### config.mk
export PLATFORM = sky130hd
export DESIGN_NAME = ccsds_ldpc_enc_arbiter
export DESIGN_NICKNAME = d
export VERILOG_FILES = /design/src/rtl/ccsds_ldpc_enc_arbiter.sv
export SDC_FILE = /design/constraint.sdc
export NUM_CORES = 1
export LEC_CHECK = 0
export ABC_CLOCK_PERIOD_IN_PS = 2100
export CORE_MARGIN = 2
export CORE_UTILIZATION = 39
export DETAILED_ROUTE_END_ITERATION = 7
export PLACE_DENSITY = 0.7
export SLEW_MARGIN = 25
export SYNTH_ARGS = -nofsm -noshare
export SYNTH_HDL_FRONTEND = slang
export SYNTH_SLANG_ARGS = --single-unit
export TNS_END_PERCENT = 5
### constraint.sdc
create_clock -name clk -period 2.1 [get_ports clk]
set_clock_uncertainty 0.05 [all_clocks]
set_input_delay 0.21 -clock clk [delete_from_list [all_inputs] [get_ports clk]]
set_output_delay 0.21 -clock clk [all_outputs]
set_load 0.02 [all_outputs]
### src/rtl/ccsds_ldpc_enc_arbiter.sv
// Round-robin sharing of one bit-serial LDPC encoder between N_CH info streams.
// The grant unit is one whole codeblock; a queued channel ID tags the encoder output via m_axis_tuser.
module ccsds_ldpc_enc_arbiter #(
   parameter int N_CH     = 4,
   parameter int INFO_LEN = 7136,
   parameter int ID_DEPTH = 4,
   parameter int CH_W     = 2
) (
   input  logic            clk,
   input  logic            rst,
   input  logic [N_CH-1:0] s_axis_tdata,
   input  logic [N_CH-1:0] s_axis_tvalid,
   output logic [N_CH-1:0] s_axis_tready,
   output logic            enc_s_axis_tdata,
   output logic            enc_s_axis_tvalid,
   input  logic            enc_s_axis_tready,
   input  logic            enc_m_axis_tdata,
   input  logic            enc_m_axis_tvalid,
   input  logic            enc_m_axis_tlast,
   output logic            enc_m_axis_tready,
   output logic            m_axis_tdata,
   output logic            m_axis_tvalid,
   output logic            m_axis_tlast,
   output logic [CH_W-1:0] m_axis_tuser,
   input  logic            m_axis_tready,
   output logic            busy
);

   localparam int BIT_W = $clog2(INFO_LEN);
   localparam int PTR_W = $clog2(ID_DEPTH);

   typedef enum logic [0:0] {ARB = 1'b0, XFER = 1'b1} state_t;

   state_t            state_r;
   logic [CH_W-1:0]   grant_r;
   logic [CH_W-1:0]   last_grant_r;
   logic [BIT_W-1:0]  bit_cnt_r;
   logic [CH_W-1:0]   id_mem_r [ID_DEPTH];
   logic [PTR_W-1:0]  wr_ptr_r;
   logic [PTR_W-1:0]  rd_ptr_r;
   logic [PTR_W:0]    id_cnt_r;

   logic              fifo_full_s;
   logic              fifo_empty_s;
   logic              out_run_s;
   logic              pick_found_s;
   logic [CH_W-1:0]   pick_ch_s;
   logic [CH_W:0]     pick_sum_s;
   logic              push_s;
   logic              pop_s;
   logic              in_hs_s;

   assign fifo_full_s  = (id_cnt_r == (PTR_W+1)'(ID_DEPTH));
   assign fifo_empty_s = (id_cnt_r == (PTR_W+1)'(0));
   assign out_run_s    = !rst && !fifo_empty_s;

   // Round-robin search starting one past the last completed grant, wrapping modulo N_CH.
   always_comb begin
      pick_found_s = 1'b0;
      pick_ch_s    = CH_W'(0);
      pick_sum_s   = (CH_W+1)'(0);
      for (int i = 1; i <= N_CH; i++) begin
         pick_sum_s = {1'b0, last_grant_r} + (CH_W+1)'(i);
         if (pick_sum_s >= (CH_W+1)'(N_CH)) begin
            pick_sum_s = pick_sum_s - (CH_W+1)'(N_CH);
         end else begin
            pick_sum_s = pick_sum_s;
         end
         if (!pick_found_s && s_axis_tvalid[pick_sum_s[CH_W-1:0]]) begin
            pick_found_s = 1'b1;
            pick_ch_s    = pick_sum_s[CH_W-1:0];
         end else begin
            pick_found_s = pick_found_s;
         end
      end
   end

   // Input pass-through: only the granted channel sees the encoder's ready.
   always_comb begin
      s_axis_tready     = {N_CH{1'b0}};
      enc_s_axis_tdata  = 1'b0;
      enc_s_axis_tvalid = 1'b0;
      if (state_r == XFER && !rst) begin
         s_axis_tready[grant_r] = enc_s_axis_tready;
         enc_s_axis_tdata       = s_axis_tdata[grant_r];
         enc_s_axis_tvalid      = s_axis_tvalid[grant_r];
      end else begin
         s_axis_tready     = {N_CH{1'b0}};
         enc_s_axis_tdata  = 1'b0;
         enc_s_axis_tvalid = 1'b0;
      end
   end

   // Output side is held off whenever no block ID is outstanding.
   always_comb begin
      m_axis_tdata      = enc_m_axis_tdata;
      m_axis_tlast      = enc_m_axis_tlast && !rst;
      m_axis_tvalid     = enc_m_axis_tvalid && out_run_s;
      enc_m_axis_tready = m_axis_tready && out_run_s;
      m_axis_tuser      = out_run_s ? id_mem_r[rd_ptr_r] : CH_W'(0);
      busy              = !rst && ((state_r == XFER) || !fifo_empty_s);
   end

   assign push_s  = (state_r == ARB) && !fifo_full_s && pick_found_s;
   assign pop_s   = m_axis_tvalid && m_axis_tready && enc_m_axis_tlast;
   assign in_hs_s = enc_s_axis_tvalid && enc_s_axis_tready;

   // Grant FSM: one codeblock per grant, back to ARB after the last info bit.
   always_ff @(posedge clk) begin
      if (rst) begin
         state_r      <= ARB;
         grant_r      <= CH_W'(0);
         last_grant_r <= CH_W'(N_CH - 1);
         bit_cnt_r    <= BIT_W'(0);
      end else begin
         case (state_r)
            ARB: begin
               if (push_s) begin
                  grant_r <= pick_ch_s;
                  state_r <= XFER;
               end
            end
            XFER: begin
               if (in_hs_s) begin
                  if (bit_cnt_r == BIT_W'(INFO_LEN - 1)) begin
                     bit_cnt_r    <= BIT_W'(0);
                     last_grant_r <= grant_r;
                     state_r      <= ARB;
                  end else begin
                     bit_cnt_r <= bit_cnt_r + BIT_W'(1);
                  end
               end
            end
            default: state_r <= ARB;
         endcase
      end
   end

   // Channel-ID queue: push at grant, pop on the output block's tlast.
   always_ff @(posedge clk) begin
      if (rst) begin
         wr_ptr_r <= PTR_W'(0);
         rd_ptr_r <= PTR_W'(0);
         id_cnt_r <= (PTR_W+1)'(0);
      end else begin
         if (push_s) begin
            id_mem_r[wr_ptr_r] <= pick_ch_s;
            wr_ptr_r           <= wr_ptr_r + PTR_W'(1);
         end
         if (pop_s) begin
            rd_ptr_r <= rd_ptr_r + PTR_W'(1);
         end
         case ({push_s, pop_s})
            2'b10:   id_cnt_r <= id_cnt_r + (PTR_W+1)'(1);
            2'b01:   id_cnt_r <= id_cnt_r - (PTR_W+1)'(1);
            default: id_cnt_r <= id_cnt_r;
         endcase
      end
   end

endmodule

; ---- Word level (Yosys, flattened, before mapping)
; Memories as Yosys holds them, arrays and structs flattened. A register that Yosys moved wholly into a read port is not among the register bits.
; Cells that the tools add are included.
[word_totals]
register_bits = 25
ram_bits = 8
inputBits = 15
out_inout_bits = 13
wordCells = 104
n_memories = 1
[mem_list]
columns = name, depth, word_bits, rd, rd_clocked_by_memory_dff, wr, line
row1 = id_mem_r, 4, 2, 1, 1, 1, 38  ; logic [CH_W-1:0] id_mem_r [ID_DEPTH];
[op_classes]
addsub = 13
n_lt_le_gt_ge = 10
n_eq_ne = 4
muxes = 40
bitwise = 2
reduce_logical = 27
[ops]
columns = op, count
row1 = $mux W2, 11
row2 = $mux W1, 18
row3 = $logic_and A1 B1 Y1, 15
row4 = $lt A2 B3 Y1 const B, 5
row5 = $add A13 B1 Y13 const B, 1
row6 = $eq A13 B13 Y1 const B, 1
row7 = $mux W13, 1
row8 = $bmux W1 S2, 6
row9 = $ge A3 B3 Y1 const B, 4
row10 = $sub A2 B1 Y2 const B, 4
row11 = $add A2 B2 Y3 const B, 2
row12 = $logic_not A1 Y1, 6
row13 = $pmux W3 S2, 1
row14 = $add A2 B1 Y2 const B, 2
row15 = $and A4 B4 Y4, 1
row16 = $mux W4, 1
row17 = $reduce_and A2 Y1, 2
row18 = $add A2 B1 Y3 const B, 1
row19 = $add A2 B3 Y3 const B, 1
row20 = $add A3 B1 Y3 const B, 1
row21 = $eq A3 B3 Y1 const B, 1
row22 = $logic_not A3 Y1, 1
row23 = $reduce_and A3 Y1, 1
row24 = $sub A3 B1 Y3 const B, 1
row25 = other kinds (8), 8

; ---- Depth between registers and ports, before layout
; Gate-level depths: netlist of run 1.
[logic_depth]
word_depth = 19
depth_mapped = 9

; ---- Least setup slack after synthesis of run 1
; Ideal clock, no wire load.
[synth_path]
path_kind = reg2reg
from = reg id_cnt_r[2]
to = reg id_cnt_r[2]
setup_time_ns = 0.071
t_arrival_ns = 2.150
required_time_ns = 1.979
path_slack_ns = -0.171
path_stages_with_launch = 9
path_buffers = 0
synth_period_minus_slack_ns = 2.271
path_cell_list = dfxtp_1 > nor3_1 > nor4b_1 > ha_1 > inv_1 > fa_1 > xor2_1 > or3_1 > a21oi_1
[synth_between]
elab_chain_len = 8
[synth_lines]
columns = element, line
row1 = "start, declared", 41  ; logic [PTR_W:0] id_cnt_r;
row2 = "start signal, assigned", 144  ; id_cnt_r <= (PTR_W+1)'(0);
row3 = "start signal, assigned", 154  ; 2'b10: id_cnt_r <= id_cnt_r + (PTR_W+1)'(1);
row4 = "start signal, assigned", 155  ; 2'b01: id_cnt_r <= id_cnt_r - (PTR_W+1)'(1);
row5 = $logic_not A3 Y1 (*), 54  ; assign fifo_empty_s = (id_cnt_r == (PTR_W+1)'(0));
row6 = $logic_not A1 Y1 (*), 55  ; assign out_run_s = !rst && !fifo_empty_s;
row7 = $logic_and A1 B1 Y1 (*), 55
row8 = $logic_and A1 B1 Y1 (*), 98  ; m_axis_tvalid = enc_m_axis_tvalid && out_run_s;
row9 = $logic_and A1 B1 Y1 (*) (2 in series), 105  ; assign pop_s = m_axis_tvalid && m_axis_tready && enc_m_axis_tlast;
row10 = named net pop_s, 50  ; logic pop_s;
row11 = $eq A2 B1 Y1 or $eq A2 B2 Y1 (tied branches), 153  ; case ({push_s, pop_s})
row12 = $pmux W3 S2 or $reduce_bool A2 Y1 (tied branches), -
; Mark *: on every way through the listed nets, which the timed path passes. The rest lies on a longest branch.
; A chain may end at the register's enable or synchronous reset.

; ---- Worst setup path after layout of run 1
[layout_path]
from = reg id_cnt_r[0]
to = reg id_cnt_r[2]
; The elaborated chain is that of the path after synthesis.

==> results of run 1 <==
==> sequential cells by signal (all words and copies together), names as in the netlist, named ones only <==
register      cells
id_mem_r          8
last_grant_r      2
bit_cnt_r        13
rd_ptr_r          2
grant_r           2
wr_ptr_r          2
id_cnt_r          3
state_r           1
==> layout make-up <==
cell class                 instances  area [um2]  share of cell area, %
clock buffer                       6       72.57                  2.901
clock inverter                     2       7.507                 0.3001
multi-input combinational        143        1074                  42.92
sequential                        35       784.5                  31.37
timing repair buffer              51       449.2                  17.96
tap                               67       83.83                  3.352
inverter                           8       30.03                  1.201
==> per-stage QoR <==
step           TNS (ns)  cell area [um2]  power [uW]  setup slack [ns]  utilization (%)
4_1_cts         -0.1145             2456        1558           -0.1145            52.00
2_1_floorplan         0             1944       979.3           0.01319                -
3_5_place_dp     -2.215             2387        1114           -0.3819            50.54
3_3_place_gp     -2.368             2387        1103           -0.3541            50.54
6_report              0             2501        1554           0.08587            52.95
5_1_grt        -0.06225             2501        1634          -0.06225            52.95
==> power groups by stage <==
stage | combinational, uW | sequential, uW | clock, uW
detailed placement | 344 | 770 | 0
floorplan | 218 | 761 | 0
global route | 378 | 759 | 498
CTS | 337 | 755 | 466
global placement | 335 | 768 | 0
finish | 342 | 755 | 457
==> per-layer routing <==
metal	up-vias	GRT usage (%)	part of all wire [%]
li1	790	-	-
met1	688	18.00	45
met2	34	27.58	49
met3	6	4.201	4.6
met4	0	6.667	1.7
met5	-	0	0
==> cell usage in the layout (no fill, tap or decap), drive strengths merged, types with 2 or more instances in the layout <==
cell type      netlist  final
and2                 6      6
o21ai               10     10
nand2b               3      3
and4                 2      2
xnor2                2      2
clkinv               0      2
buf                  6     26
a21oi               10     10
mux2i                6      6
nor4                 2      2
clkbuf               2      6
inv                  8      8
a211oi               2      2
dlygate4sd2          0     11
and3                 8      8
dlymetal6s2s         0      7
or3                  5      5
ha                   6      6
nand2               12     12
clkdlybuf4s50        0      7
mux4                 4      4
xor2                 8      8
nor2b                3      3
nor2                23     23
dfxtp               27     27
nand4                6      6
nand3                9      9
edfxtp               8      8
==> repair_timing <==
item | CTS | global route
buffers inserted | 0 | 2
endpoints found under the setup margin | 12 | 2
resized for setup | 12 | 11
pin swaps | 0 | 4
cloned | 0 | 0
==> kinds of logic after synthesis <==
kind of cell             after synthesis
flip-flops                            35
multiplexers                          11
XOR/XNOR                              10
AND/OR/NAND/NOR                       87
buffers and inverters                 16
AO/OA/AOI/OAI                         28
adder cells (fa/ha/maj)                7
==> worst max-delay path by stage <==
stage,depth (start not counted),to,start
global route,8,id_cnt_r[2],id_cnt_r[0]
finish,8,id_cnt_r[2],id_cnt_r[0]
global placement,11,id_cnt_r[2],s_axis_tvalid[0]
floorplan,8,id_cnt_r[2],id_cnt_r[2]
detailed placement,11,id_cnt_r[2],s_axis_tvalid[0]
CTS,11,id_cnt_r[2],s_axis_tvalid[0]
==> results.py, run 1 <==
metrics = {
    "routing": {
        "ant_nets": 0,
        "dr.first_iter.drc_count": 96,
        "wl_mm": 3.966,
        "wl_per_cell_um": 12.71,
        "vias_per_cell": 4.865,
        "drc": 0,
        "via_count": 1518,
        "drtPass1Iterations": 4,
    },
    "clock_network": {
        "cts_num_sinks": 35,
        "htree_levels": 2,
        "cts_tree": "built",
        "clock_latency_ns": 0.29,
        "path_clk_slew_ns": 0.07,
        "cts_hold_buf": 0,
        "clockRootBuffer": "clkbuf_8",
        "numCtsBuffers": 5,
        "ctsLongestPathBuffers": 2,
    },
    "power": {
        "clkPwrFrac_pct": 29.4,
        "p_per_area_mw_per_mm2": 621.3,
        "power_frac_comb_pct": 22.0,
        "leakagePower_uw": 0.001083,
        "peakVddDrop_v": 0.0002501,
        "cellInternalPower_uw": 1116,
        "switching_share_pct": 28.18,
        "p_seq_share_pct": 48.6,
        "p_switching_uw": 438.0,
    },
    "floorplan": {
        "die_h_um": 73.95,
        "dieArea_mm2": 0.005468,
        "coreArea_mm2": 0.004723,
        "row_count": 25,
        "io_pins": 28,
        "die_w_um": 73.95,
        "start_util_pct": 40.40,
    },
    "placed_design": {
        "dp_cells": 302,
        "port_buffers": 25,
        "gp_congestion": 0.8151,
        "dp.final_hpwl_mm": 3.037,
    },
    "synth": {
        "postSynthCellCount": 194,
        "syn_area_mm2": 0.001908,
        "synthTopCellsByCount": "dfxtp_1 (27), nor2_1 (23), nand2_1 (12)",
        "yosysMostFrequentCell": "dfxtp_1",
        "ys_ff_latch": 35,
        "yosys.area_share.simple_pct": 25.84,
        "ys_warn_count": 0,
        "syn_nets": 216,
        "synth.top_cell.area_share_pct": 28.33,
        "synth_compound_gate_area_share_pct": 9.508,
        "synth_ff_type": "dfxtp_1",
        "muxShareOfSynthArea_pct": 8.852,
        "synth_xor_area_share_pct": 4.590,
        "synth_top_cell_by_area": "dfxtp_1",
        "postSynthAreaPerCell_um2": 9.835,
        "synthArstFlopShare_pct": 0,
        "synth-edff-count": 8,
        "synth_top_family_by_area": "simple AND/OR/NAND/NOR gates",
        "yosys-top-cells-area": "dfxtp_1 (28%), edfxtp_1 (13%), nor2_1 (4.5%), ha_1 (3.9%), xor2_1 (3.7%)",
        "ys_seq_area_share_pct": 40.92,
        "yosysUniqueCellTypes": 48,
        "synth_adder_area_share_pct": 4.984,
    },
    "global_route": {
        "grt_pass1_wl_mm": 6.520,
        "grt_max_degree": 11,
        "antenna_found_initial": 0,
        "grt_use_total_pct": 15.71,
        "grt_overflow": 0,
        "first_global_vias": 1507,
    },
    "finish": {
        "final_layout_size_suffix_gt1_share_pct": 22.86,
        "syn_to_final_growth_pct": 31.08,
        "fin_nets": 266,
        "stdcell_count": 312,
        "n_antenna_cell": 0,
        "fillers": 419,
    },
    "timing": {
        "drv_slew": 0,
        "worstMarginPinSlew_ns": 0.4659,
        "holdWs_ns": 0.3700,
        "fmax_mhz": 496.5,
        "max_slew_margin_pct": 68.79,
        "fin_crit_sh_pct": 95.91,
        "period_minus_slack_ns": 2.014,
        "hold_violations": 0,
        "setup_violations": 0,
    },
    "critical_path": {
        "cp_top_family": "simple AND/OR/NAND/NOR gates",
        "worstReg2RegStart": "id_cnt_r[0]",
        "worstPathArrival_ns": 2.18,
        "worstPathBufferInverterCount": 1,
        "reg2reg_setup_slack_ns": 0.09,
        "worstPathCellList": "nor3_2, nor4b_4, ha_2, inv_1, fa_2, xor2_1, or3_1, a21oi_1",
        "start_kind": "flop",
        "max_stage_delay_ns": 0.35,
        "required_ns": 2.27,
        "end_kind": "flop",
        "critPathMaxFanout": 3,
        "timing.critical_path.slowest_stage_cell": "dfxtp_2",
        "regToRegEndpoint": "id_cnt_r[2]",
        "ff2ff_path_depth": 8,
        "path_class": "reg2reg",
    },
    "run_status": {
        "status": "finished, final reports clean",
    },
    "min_path": {
        "min_from": "enc_m_axis_tdata",
        "min_path_type": "in2out",
        "hold_depth": 0,
        "hold_end": "m_axis_tdata",
    },
    "flow_run": {
        "maxCapViolations": 0,
    },
}
No activity file was read; power rests on OpenSTA's default activity.
==> inputs of run 2 (changes only) <==
--- a/config.mk
+++ b/config.mk
@@ -7,9 +7,10 @@
 export LEC_CHECK = 0
 export ABC_CLOCK_PERIOD_IN_PS = 2100
 export CORE_MARGIN = 2
-export CORE_UTILIZATION = 39
+export CORE_UTILIZATION = 48
 export DETAILED_ROUTE_END_ITERATION = 7
-export PLACE_DENSITY = 0.7
+export PLACE_DENSITY = 0.82
+export RECOVER_POWER = 50
 export SLEW_MARGIN = 25
 export SYNTH_ARGS = -nofsm -noshare
 export SYNTH_HDL_FRONTEND = slang
==> run 2 against run 1 <==
Flip-flop and latch count unchanged. Cell count down 5.8%. Core utilization up 14 points. Critical endpoint unchanged. Combinational power up 6.7%. Highest routed layer unchanged. Largest power group unchanged. Non-clock buffer count up 1.
==> results.py, run 2 (synthesis gave the netlist of run 1 again) <==
metrics = {
    "power": {
        "power_frac_comb_pct": 22.6,
        "p_switching_uw": 441.9,
        "cellInternalPower_uw": 1172,
        "leakagePower_uw": 0.001089,
        "peakVddDrop_v": 0.0004392,
        "clkPwrFrac_pct": 30.7,
        "p_total_uw": 1614,
        "p_per_area_mw_per_mm2": 644.3,
        "p_seq_share_pct": 46.7,
        "switching_share_pct": 27.38,
    },
    "global_route": {
        "grt_overflow": 0,
        "first_global_vias": 1561,
        "antenna_found_initial": 0,
        "grt_use_total_pct": 19.35,
        "grt_max_degree": 12,
        "grt_pass1_wl_mm": 6.596,
    },
    "clock_network": {
        "clockRootBuffer": "clkbuf_8",
        "numCtsBuffers": 5,
        "cts_num_sinks": 35,
        "cts_setup_buffers": 0,
        "path_clk_slew_ns": 0.06,
        "clock_latency_ns": 0.28,
        "ctsLongestPathBuffers": 2,
        "cts_tree": "built",
        "htree_levels": 2,
        "cts_hold_buf": 0,
    },
    "min_path": {
        "hold_depth": 0,
        "min_path_type": "in2out",
    },
    "routing": {
        "drc": 0,
        "via_count": 1574,
        "ant_nets": 0,
        "vias_per_cell": 5.354,
        "dr.first_iter.drc_count": 64,
        "drtPass1Iterations": 4,
        "wl_mm": 3.951,
        "wl_per_cell_um": 13.44,
    },
    "floorplan": {
        "dieArea_mm2": 0.004496,
        "io_pins": 28,
        "start_util_pct": 50.97,
        "coreArea_mm2": 0.003744,
        "row_count": 22,
        "die_w_um": 67.05,
        "die_h_um": 67.05,
    },
    "finish": {
        "stdcell_count": 294,
        "multi_input_area_mm2": 0.001071,
        "fin_nets": 267,
        "stdcell_area_mm2": 0.002505,
        "n_antenna_cell": 0,
        "largest_registers": "bit_cnt_r x13, id_mem_r x8, id_cnt_r x3",
        "final_cell_mix": "dfxtp_1 (25), buf_4 (25), nor2_1 (22)",
        "syn_to_final_growth_pct": 31.28,
        "regMostFlops": "bit_cnt_r",
        "final_layout_size_suffix_gt1_share_pct": 23.58,
        "largest_reg_flops": 13,
        "seq_area_um2": 783.3,
        "fillers": 294,
    },
    "placed_design": {
        "gp_congestion": 0.8299,
        "dp.final_hpwl_mm": 3.039,
        "dp_cells": 286,
        "port_buffers": 25,
        "dpl_cell_area_mm2": 0.002411,
    },
    "timing": {
        "period_minus_slack_ns": 2.032,
        "max_slew_margin_pct": 71.64,
        "fmax_mhz": 492.1,
        "drv_slew": 0,
        "hold_violations": 0,
        "setup_violations": 0,
        "worstMarginPinSlew_ns": 0.4234,
        "fin_crit_sh_pct": 96.77,
        "holdWs_ns": 0.3702,
        "rsz0062_at_grt": "true",
    },
    "critical_path": {
        "timing.critical_path.slowest_stage_cell": "clkdlybuf4s50_1",
        "required_ns": 2.26,
        "critPathMaxFanout": 2,
        "end_kind": "flop",
        "path_class": "in2reg",
        "worstPathBufferInverterCount": 2,
        "crit_cells": 9,
        "ff2ff_path_depth": 8,
        "worstPathCellList": "clkdlybuf4s50_1, nand2_1, nor4b_4, ha_2, inv_1, fa_2, xor2_1, or3_1, a21oi_1",
        "max_stage_delay_ns": 0.47,
        "cp_top_family": "simple AND/OR/NAND/NOR gates",
        "start_kind": "input pin",
        "worstPathArrival_ns": 2.20,
    },
    "run_status": {
        "status": "finished, final reports clean",
    },
    "flow_run": {
        "maxCapViolations": 0,
    },
}
run 2: worst paths after layout:
kind	startpoint	end	slack (ns)
hold reg to reg	bit_cnt_r[1]	bit_cnt_r[1]	0.42
setup reg to reg	id_cnt_r[1]	id_cnt_r[2]	0.07
hold / removal	enc_m_axis_tdata	m_axis_tdata	0.37
setup / recovery	enc_m_axis_tlast	id_cnt_r[2]	0.07
run 2: final cells by class:
cell class / instances / share of cell area (%)
Multi-Input combinational cell: 143 / 42.76
Inverter: 8 / 1.199
Clock buffer: 7 / 3.447
Timing Repair Buffer: 52 / 18.73
Tap cell: 48 / 2.398
Sequential cell: 35 / 31.27
Clock inverter: 1 / 0.1998
run 2: layer usage:
layer  GRT usage (%)  up-vias  share of wire [%]
li1                -      800                  -
met1           22.39      738                 45
met2           34.90       28                 50
met3           3.716        8                4.0
met4           7.143        0                1.5
met5               0        -                  0
run 2: timing repair:
action	4_1_cts	5_1_grt
gates resized for setup	13	9
pin swaps	1	2
setup endpoints to repair	12	3
run 2: stage by stage:
stage	TNS [ns]	setup slack, ns	util, %
after floorplan	0	0.01319	-
after global placement	-1.649	-0.3827	64.41
after detailed placement	-1.640	-0.3901	64.41
after CTS	-0.009772	-0.009772	66.51
after global routing	-0.06078	-0.06078	66.91
final	0	0.06790	66.91
run 2: power groups by stage:
stage	combinational [uW]	sequential, uW	clock [uW]
2_1_floorplan	218	761	0
3_3_place_gp	363	766	0
3_5_place_dp	370	769	0
4_1_cts	363	754	504
5_1_grt	398	758	527
6_report	365	753	496
==> inputs of run 3 (changes only) <==
--- a/config.mk
+++ b/config.mk
@@ -5,11 +5,11 @@
 export SDC_FILE = /design/constraint.sdc
 export NUM_CORES = 1
 export LEC_CHECK = 0
-export ABC_CLOCK_PERIOD_IN_PS = 2100
+export ABC_CLOCK_PERIOD_IN_PS = 2500
 export CORE_MARGIN = 2
-export CORE_UTILIZATION = 48
+export CORE_UTILIZATION = 58
 export DETAILED_ROUTE_END_ITERATION = 7
-export PLACE_DENSITY = 0.82
+export PLACE_DENSITY = 0.91
 export RECOVER_POWER = 50
 export SLEW_MARGIN = 25
 export SYNTH_ARGS = -nofsm -noshare
==> constraint.sdc (replaced) <==
create_clock -name clk -period 2.5 [get_ports clk]
set_clock_uncertainty 0.05 [all_clocks]
set_input_delay 0.25 -clock clk [delete_from_list [all_inputs] [get_ports clk]]
set_output_delay 0.25 -clock clk [all_outputs]
set_load 0.02 [all_outputs]
==> run 3 against run 2 <==
Cell count shrank 6.1%. Worst hold slack gained 0.072 ns. Die area shrank 16%. Routed wire length grew 9.8%. Non-clock buffer count shrank 14. Via count grew 3.6%. Cell area shrank 8.6%. Clock power shrank 18%. Combinational power shrank 30%. Largest cell class unchanged. Highest routed layer unchanged.
==> results.py, run 3 (synthesis gave the netlist of run 1 again) <==
metrics = {
    "critical_path": {
        "start_kind": "input pin",
        "required_ns": 2.20,
        "worstPathArrival_ns": 2.08,
        "critPathMaxFanout": 7,
        "path_class": "in2out",
        "end_kind": "primary output",
    },
    "placed_design": {
        "port_buffers": 25,
        "dp_cells": 268,
        "dp.final_hpwl_mm": 3.140,
        "pre_cts_ws_ns": -0.07593,
        "gp_congestion": 0.7770,
    },
    "timing": {
        "max_slew_margin_pct": 57.35,
        "fin_crit_sh_pct": 95.11,
        "fmax_mhz": 420.6,
        "setup-tns-final_ns": 0,
        "drv_slew": 0,
        "worstMarginPinSlew_ns": 0.6355,
        "period_minus_slack_ns": 2.378,
        "worst_slack_ns": 0.1222,
        "rsz0062_at_grt": "false",
        "hold_violations": 0,
        "setup_violations": 0,
    },
    "routing": {
        "drtPass1Iterations": 7,
        "wl_per_cell_um": 15.71,
        "ant_nets": 0,
        "dr.first_iter.drc_count": 67,
        "wl_mm": 4.337,
        "drc": 0,
        "vias_per_cell": 5.909,
        "via_count": 1631,
    },
    "clock_network": {
        "cts_tree": "built",
        "cts_setup_buffers": 0,
        "cts_num_sinks": 35,
        "htree_levels": 2,
        "path_clk_slew_ns": 0.10,
        "numCtsBuffers": 5,
        "clock_latency_ns": 0.35,
        "ctsLongestPathBuffers": 2,
        "clockRootBuffer": "clkbuf_4",
    },
    "run_status": {
        "status": "finished, final reports clean",
    },
    "floorplan": {
        "die_h_um": 61.36,
        "coreArea_mm2": 0.003103,
        "die_w_um": 61.36,
        "dieArea_mm2": 0.003764,
        "start_util_pct": 61.49,
        "io_pins": 28,
        "row_count": 20,
    },
    "finish": {
        "syn_to_final_growth_pct": 20.00,
        "regMostFlops": "bit_cnt_r",
        "n_antenna_cell": 0,
        "stdcell_count": 276,
        "fin_util_pct": 73.79,
        "largest_registers": "bit_cnt_r x13, id_mem_r x8, id_cnt_r x3",
        "fin_nets": 253,
        "final_cell_mix": "dfxtp_1 (26), nor2_1 (23), clkdlybuf4s50_1 (23)",
        "layout_commonest_cell": "dfxtp_1",
        "largest_reg_flops": 13,
        "fillers": 235,
        "final_layout_size_suffix_gt1_share_pct": 12.93,
    },
    "global_route": {
        "grt_overflow": 0,
        "first_global_vias": 1526,
        "antenna_found_initial": 0,
        "grt_pass1_wl_mm": 7.120,
        "grt_use_total_pct": 26.54,
        "grt_max_degree": 19,
    },
    "power": {
        "peakVddDrop_v": 0.0004280,
        "p_total_uw": 1297,
        "leakagePower_uw": 0.0008967,
        "p_per_area_mw_per_mm2": 566.5,
    },
    "flow_run": {
        "maxCapViolations": 0,
    },
    "min_path": {
        "min_path_type": "reg2reg",
    },
}
==> run 3: what timing repair did <==
action | CTS | global route
hold buffers | 0 | 0
endpoints found under the setup margin | 0 | 3
gates resized for setup | 0 | 3
==> run 3: per-stage QoR <==
| stage | hold slack [ns] | instance area, um2 |
|---|---|---|
| after global routing | 0.4500 | 2290 |
| final | 0.4422 | 2290 |
| after global placement | 0.3949 | 2240 |
| after floorplan | 0.3766 | 1908 |
| after detailed placement | 0.4192 | 2240 |
| after CTS | 0.4428 | 2316 |
==> run 3: power breakdown <==
part           internal [uW]  leakage (uW)  switching [uW]  total (uW)
clock network            206     0.0000426             204         409
registers                607      0.000294            24.8         632
logic                    122      0.000560             133         256
total                    935      0.000897             362        1300
==> run 3: area by class of cell <==
class | instances | area [um2] | area share (%)
clock buffers | 5 | 37.54 | 1.639
clock inverters | 3 | 38.79 | 1.694
inverters | 8 | 30.03 | 1.311
multi-input cells | 143 | 1007 | 43.99
flip-flops and latches | 35 | 782.0 | 34.15
well taps | 44 | 55.05 | 2.404
repair buffers | 38 | 339.1 | 14.81
==> run 3: final timing paths <==
path                                        from                 to  slack, ns  depth (start not counted)
worst min register to register      bit_cnt_r[1]       bit_cnt_r[1]       0.44                          2
worst max register to register        grant_r[0]       bit_cnt_r[5]       0.23                          6
worst min-delay path                bit_cnt_r[1]       bit_cnt_r[1]       0.44                          2
worst max-delay path            s_axis_tvalid[3]  enc_s_axis_tvalid       0.12                          6
==> run 3: critical path, cell delays in order <==
cell	delay (ns)
dlygate4sd3_1	0.57
buf_4	0.16
mux2i_1	0.07
mux2_4	0.30
nor2_1	0.12
clkdlybuf4s50_1	0.61
==> run 3: layer usage <==
metal  share of wire (%)  global-route usage (%)  vias up
met4                 3.3                   12.16        0
met1                  41                   31.03      794
met5                   0                       0        -
li1                    -                       -      768
met3                 5.2                   8.193       20
met2                  50                   44.68       49
